===== src/rtl/tpu_pkg.sv =====
// Shared NPU types: instruction word, opcode classes and scheduler states.
// The scheduler decodes only the opcode; the remaining fields pass through untouched.
package tpu_pkg;

  typedef struct packed {
    logic [7:0]  op_code;
    logic [31:0] calc_length;
    logic [15:0] acc_address;
    logic [23:0] buffer_address;
  } instruction_t;

  typedef enum logic [2:0] {
    CLS_NOP,
    CLS_WEIGHT,
    CLS_MATMUL,
    CLS_ACTIVATE,
    CLS_SYNC
  } inst_class_t;

  typedef enum logic [1:0] {
    S_IDLE,
    S_WAIT_ISSUE,
    S_SYNC_DRAIN,
    S_SYNC_DONE
  } sched_state_t;

  localparam logic [7:0] OPC_SYNC = 8'hFF;
  localparam logic [7:0] OPC_NOP  = 8'h00;
  localparam int OPC_ACT_BIT = 7;
  localparam int OPC_MMU_BIT = 5;
  localparam int OPC_WEI_BIT = 3;

  // Exact SYNC/NOP codes are tested before the class bits, so 0xFF never decodes as ACTIVATE.
  function automatic inst_class_t opcode_class(input logic [7:0] op);
    inst_class_t cls;
    if (op == OPC_SYNC)          cls = CLS_SYNC;
    else if (op == OPC_NOP)      cls = CLS_NOP;
    else if (op[OPC_ACT_BIT])    cls = CLS_ACTIVATE;
    else if (op[OPC_MMU_BIT])    cls = CLS_MATMUL;
    else if (op[OPC_WEI_BIT])    cls = CLS_WEIGHT;
    else                         cls = CLS_NOP;
    return cls;
  endfunction

endpackage


===== src/rtl/cellrv32_npu_hazard_check.sv =====
// Combinational issue-permission check for the held instruction class.
// SYNC is treated as "issuable" once every unit and its pipeline have drained.
module cellrv32_npu_hazard_check
  import tpu_pkg::*;
(
  input  inst_class_t cls,
  input  logic        wei_busy,
  input  logic        mmu_busy,
  input  logic        act_busy,
  input  logic        wei_res_busy,
  input  logic        mmu_res_busy,
  input  logic        act_res_busy,
  input  logic        wei_pending,
  output logic        issue_ok
);

  always_comb begin
    issue_ok = 1'b0;
    case (cls)
      CLS_WEIGHT:   issue_ok = !wei_busy;
      // A pending weight load must finish before the multiply consumes it.
      CLS_MATMUL:   issue_ok = !mmu_busy && !(wei_pending && wei_busy);
      CLS_ACTIVATE: issue_ok = !act_busy && !mmu_res_busy;
      CLS_SYNC:     issue_ok = !(wei_busy || mmu_busy || act_busy ||
                                 wei_res_busy || mmu_res_busy || act_res_busy);
      default:      issue_ok = 1'b1;
    endcase
  end

endmodule


===== src/rtl/cellrv32_npu_inst_scheduler.sv =====
// In-order NPU issue stage: captures one instruction, waits for its target unit's
// hazards to clear, then strobes that unit with the instruction on a registered bus.
//
// state        | meaning
// S_IDLE       | ready for a new instruction from the FIFO
// S_WAIT_ISSUE | unit instruction held, waiting for hazard clearance
// S_SYNC_DRAIN | SYNC accepted, waiting for all units to go idle
// S_SYNC_DONE  | drain complete, synchronize_o pulses this cycle
module cellrv32_npu_inst_scheduler
  import tpu_pkg::*;
#(
  parameter int unsigned MATRIX_WIDTH    = 14,
  parameter int unsigned ISSUE_CNT_WIDTH = 32
) (
  input  logic                       clk_i,
  input  logic                       rstn_i,
  input  logic                       enable_i,
  input  instruction_t               inst_i,
  input  logic                       inst_valid_i,
  output logic                       inst_ready_o,
  output instruction_t               inst_o,
  output logic                       wei_en_o,
  output logic                       mmu_en_o,
  output logic                       act_en_o,
  input  logic                       wei_busy_i,
  input  logic                       mmu_busy_i,
  input  logic                       act_busy_i,
  input  logic                       wei_res_busy_i,
  input  logic                       mmu_res_busy_i,
  input  logic                       act_res_busy_i,
  output logic                       synchronize_o,
  output logic                       busy_o,
  output logic [ISSUE_CNT_WIDTH-1:0] retired_cnt_o,
  output logic [ISSUE_CNT_WIDTH-1:0] stall_cnt_o
);

  sched_state_t                state_q, state_d;
  instruction_t                hold_q;
  inst_class_t                 hold_cls_q;
  logic                        hold_valid_q;
  logic                        wei_pending_q;
  logic                        wei_en_q, mmu_en_q, act_en_q;
  instruction_t                inst_q;
  logic [ISSUE_CNT_WIDTH-1:0]  retired_q, stall_q;

  logic        handshake;
  inst_class_t in_cls;
  logic        issue_ok;
  logic        issue, retire, stall;

  assign in_cls       = opcode_class(inst_i.op_code);
  assign inst_ready_o = enable_i && (state_q == S_IDLE) && !hold_valid_q;
  assign handshake    = inst_valid_i && inst_ready_o;

  // hold_cls_q is loaded for SYNC as well, so the drain check reuses the same path.
  cellrv32_npu_hazard_check u_hazard (
    .cls          (hold_cls_q),
    .wei_busy     (wei_busy_i),
    .mmu_busy     (mmu_busy_i),
    .act_busy     (act_busy_i),
    .wei_res_busy (wei_res_busy_i),
    .mmu_res_busy (mmu_res_busy_i),
    .act_res_busy (act_res_busy_i),
    .wei_pending  (wei_pending_q),
    .issue_ok     (issue_ok)
  );

  always_comb begin
    state_d = state_q;
    issue   = 1'b0;
    retire  = 1'b0;
    stall   = 1'b0;
    if (enable_i) begin
      case (state_q)
        S_IDLE: begin
          if (handshake) state_d = (in_cls == CLS_SYNC) ? S_SYNC_DRAIN : S_WAIT_ISSUE;
        end
        S_WAIT_ISSUE: begin
          if (issue_ok) begin
            issue   = 1'b1;
            retire  = 1'b1;
            state_d = S_IDLE;
          end else begin
            stall = 1'b1;
          end
        end
        S_SYNC_DRAIN: begin
          if (issue_ok) state_d = S_SYNC_DONE;
          else          stall   = 1'b1;
        end
        S_SYNC_DONE: begin
          retire  = 1'b1;
          state_d = S_IDLE;
        end
        default: state_d = S_IDLE;
      endcase
    end
  end

  always_ff @(posedge clk_i or negedge rstn_i) begin
    if (!rstn_i) begin
      state_q       <= S_IDLE;
      hold_q        <= '0;
      hold_cls_q    <= CLS_NOP;
      hold_valid_q  <= 1'b0;
      wei_pending_q <= 1'b0;
      wei_en_q      <= 1'b0;
      mmu_en_q      <= 1'b0;
      act_en_q      <= 1'b0;
      inst_q        <= '0;
      retired_q     <= '0;
      stall_q       <= '0;
    end else if (enable_i) begin
      state_q  <= state_d;
      wei_en_q <= issue && (hold_cls_q == CLS_WEIGHT);
      mmu_en_q <= issue && (hold_cls_q == CLS_MATMUL);
      act_en_q <= issue && (hold_cls_q == CLS_ACTIVATE);
      if (handshake) begin
        hold_q       <= inst_i;
        hold_cls_q   <= in_cls;
        hold_valid_q <= (in_cls != CLS_SYNC);
      end
      if (issue) begin
        hold_valid_q <= 1'b0;
        if (hold_cls_q != CLS_NOP) inst_q <= hold_q;
        if (hold_cls_q == CLS_WEIGHT) wei_pending_q <= 1'b1;
        if (hold_cls_q == CLS_MATMUL) wei_pending_q <= 1'b0;
      end
      if (retire) retired_q <= retired_q + 1'b1;
      if (stall)  stall_q   <= stall_q + 1'b1;
    end else begin
      wei_en_q <= 1'b0;
      mmu_en_q <= 1'b0;
      act_en_q <= 1'b0;
    end
  end

  assign inst_o        = inst_q;
  assign wei_en_o      = wei_en_q;
  assign mmu_en_o      = mmu_en_q;
  assign act_en_o      = act_en_q;
  // Gated so a frozen SYNC_DONE state cannot stretch the pulse.
  assign synchronize_o = (state_q == S_SYNC_DONE) && enable_i;
  assign busy_o        = hold_valid_q || (state_q != S_IDLE);
  assign retired_cnt_o = retired_q;
  assign stall_cnt_o   = stall_q;

  a_one_strobe : assert property (@(posedge clk_i) disable iff (!rstn_i)
    (MATRIX_WIDTH > 0) && $onehot0({wei_en_o, mmu_en_o, act_en_o}));

endmodule


===== config.mk =====
export PLATFORM = sky130hd
export DESIGN_NAME = cellrv32_npu_inst_scheduler
export DESIGN_NICKNAME = d
export VERILOG_FILES = /design/src/rtl/tpu_pkg.sv /design/src/rtl/cellrv32_npu_hazard_check.sv /design/src/rtl/cellrv32_npu_inst_scheduler.sv
export SDC_FILE = /design/constraint.sdc
export NUM_CORES = 1
export LEC_CHECK = 0
export ABC_AREA = 1
export CAP_MARGIN = 20
export CORE_MARGIN = 3
export CORE_UTILIZATION = 25
export CTS_CLUSTER_DIAMETER = 50
export DETAILED_ROUTE_END_ITERATION = 10
export PLACE_DENSITY_LB_ADDON = 0.25
export SYNTH_ARGS = -nofsm -noshare
export SYNTH_HDL_FRONTEND = slang
export SYNTH_SLANG_ARGS = --single-unit

===== constraint.sdc =====
create_clock -name clk_i -period 1.5 [get_ports clk_i]
set_input_delay 0.3 -clock clk_i [delete_from_list [all_inputs] [get_ports clk_i]]
set_output_delay 0.3 -clock clk_i [all_outputs]
set_load 0.02 [all_outputs]

==> results.md <==
- Hold WS: 273 ps
- Reg clk slew, reported paths: 60 ps
- PD cells: 1870 mW/mm2
- Combinational power share: 0.432
- Worst Hold Class: in2async
- Post-synthesis sequential area ratio: 0.519
- # setup viols final: 235
- Setup CP Type: reg2out
- Die width: 219 um
- Top cells by area, synth: dfrtp_1 52%, nand2_1 24%, nand4_1 4.7%
- Most common cell in the netlist: nand2_1
- Status: finished, violations left
- Clk buf depth: 3
- Largest net degree at the start of global routing: 68
- Synth async-reset ratio: 1.00
- Post-Synth Simple-Gate Area: 0.369
- Worst-margin pin slew: 451 ps
- Switching part of the total: 0.400
- Syn avg cell area: 7.90 um2
- Core Area: 0.0444 mm2
- RSZ-0062 raised after global routing: yes
- Fin area: 0.0173 mm2
- Ys Warns: 0
- Setup Skew: 23.4 ps
- Via count: 10900
- Wirelength per Cell: 16.3 um
- Post-synth top area share: 0.519
- Placer Congestion: 0.852
- Static Leak: 8.90 nW
- Overall power: 32.4 mW
- Max Cap Viol: 0
- Number of global-route vias before repair: 10900
- Area leader, netlist: dfrtp_1
- Crit path max fanout: 2
- Drt first pass iters: 5
- Final WS setup: -282 ps
- Final Critical Period: 1780 ps
- Setup TNS: -39680 ps
- Drt via density: 4.45
- CTS Buf Count: 36
- Layout Nets: 1930
- CTS sink count: 234
- P_sw: 12.9 mW
- F_max: 561 MHz
- Worst slew margin: 0.699
- Initial Util: 0.254
- Post-synthesis adder-cell area fraction: 0.00776
- Pre-CTS setup slack: -562 ps
- IO Count: 240
- Post-synth EDFFs: 0
- Final hold viol count: 0
- Clock share of power: 0.250
- N_diodes: 0
- Synth cell count leaders: 723 x nand2_1, 234 x dfrtp_1, 118 x nor2_1
- Total GRT Usage: 0.161
- Distinct cells, synth: 30
- Placed cell areas: 0.0152 mm2
- Synth Flop Type: dfrtp_1
- Number of fill cells in the layout: 4554
- P_int: 19.4 mW
- Root Driver: clkbuf_16
- CTS tree: yes
- Power share of the sequential group: 0.318
- CP endpoint kind: output pin
- Layout cell share with drive strength beyond 1: 0.320
- # port buffers: 239
- Syn Nets: 1527
- Max-slew violation count: 0
- H-tree Lvls: 2
- WP data required: 1200 ps
- Seq cells post-synth: 234
- Area grow syn2layout: 53.4%
- Multiplexer share of the synthesized area: 0
- Largest family of logic cells by synthesized area: simple AND/OR/NAND/NOR gates
- Die height: 219 um
- Final antenna-violating net count: 0
- Failing checks: setup timing
- Synth Instances: 1430
- Initial antenna violation count: 1
- Critical Path AT: 1480 ps
- Clock Latency Late Sink: 540 ps
- Num rows: 77
- Die area: 0.0478 mm2
- First-pass GRT wire length: 60700 um
- Worst vdd ir: 961 uV
- DRC viols: 0
- DPL Wire Length: 25600 um
- Worst setup SP type: flop
- Post-Synth XOR/XNOR Area: 0.0256
- Grt ovf: 0
- DRT iter0 DRCs: 568
- R2R setup slack: -240 ps
- Mapped Area: 0.0113 mm2
- Part of the cycle the worst path needs: 1.19
- Final WL: 40100 um
- Synth Area in Compound Gates: 0.0209
## sequential cells by signal (all words and copies together) (netlist names)
register / flops
act_en_o: 1
wei_pending_q: 1
stall_cnt_o: 32
wei_en_o: 1
hold_cls_q: 3
hold_q: 80
mmu_en_o: 1
state_q: 2
hold_valid_q: 1
retired_cnt_o: 32
inst_o: 80
## worst max-delay path, stage by stage, from the launching register on
cell and delay [ps]:
dfrtp_1 410, inv_2 90, ha_4 150, nand2_4 60, nor2_4 110, buf_6 130
## worst paths after layout
kind	endpoint	cells past startpoint	start
max in group asynchronous	inst_o[38]	3	rstn_i
worst max-delay path	inst_ready_o	5	state_q[1]
min in group clk_i	hold_q[7]	3	inst_i[7]
worst max register to register	inst_o[63]	11	hold_cls_q[2]
worst min-delay path	hold_q[23]	2	rstn_i
worst min register to register	inst_o[44]	2	inst_o[44]
## per-stage QoR
step / util / instances
6_report: 0.390 / 2452
5_1_grt: 0.390 / 2452
4_1_cts: 0.375 / 2439
3_5_place_dp: 0.342 / 2317
3_3_place_gp: 0.342 / 2317
2_1_floorplan: - / 1430
## repair_timing
item / 4_1_cts / 5_1_grt
cloned: 7 / 9
pin swaps: 13 / 8
buffers inserted: 52 / 5
hold buffers: 1 / 0
endpoints found under the setup margin: 383 / 261
endpoints found under the hold margin: 36 / 0
gates resized for setup: 753 / 130
## per-layer routing
layer	vias to the layer above	global-route usage	routed length, um
li1	5364	-	-
met1	5190	0.204	16900
met2	278	0.271	19800
met3	68	0.0355	2280
met4	2	0.0526	1010
met5	-	0	13
## layout make-up
type / instances / area, um2 / share of cell area
clock inverter: 16 / 159 / 0.00917
clock buffer: 49 / 1000 / 0.0577
inverter: 45 / 186 / 0.0108
multi-input combinational: 1083 / 5400 / 0.311
sequential: 234 / 5900 / 0.341
timing repair buffer: 433 / 3940 / 0.228
tap: 592 / 741 / 0.0427
## cell families after synthesis
family	after synthesis
xor+xnor	33
flops	234
fa+ha+maj	7
simple gates	1004
compound gates	39
buf+inv	113
## cell usage in the layout (no fill, tap or decap), drive strengths merged
cell type	n
nand2	725
buf	331
dfrtp	234
nor2	125
clkdlybuf4s50	88
nand4	84
clkbuf	57
nand3	55
inv	49
o21ai	29
xor2	26
nand3b	14
xnor2	7
a21boi	7
clkinv	7
ha	7
clkdlybuf4s15	5
clkinvlp	4
a21oi	2
or2	1
o22ai	1
bufinv	1
dlygate4sd3	1
## power groups by stage
stage               Sequential, mW  Clock (mW)  Combinational [mW]
finish                        10.3        8.10                14.0
global route                  10.6        8.65                15.2
CTS                           10.3        8.35                13.2
detailed placement            10.4           0                12.5
global placement              10.4           0                12.4
floorplan                     11.5           0                5.76
(Power assumes the default switching activity.)
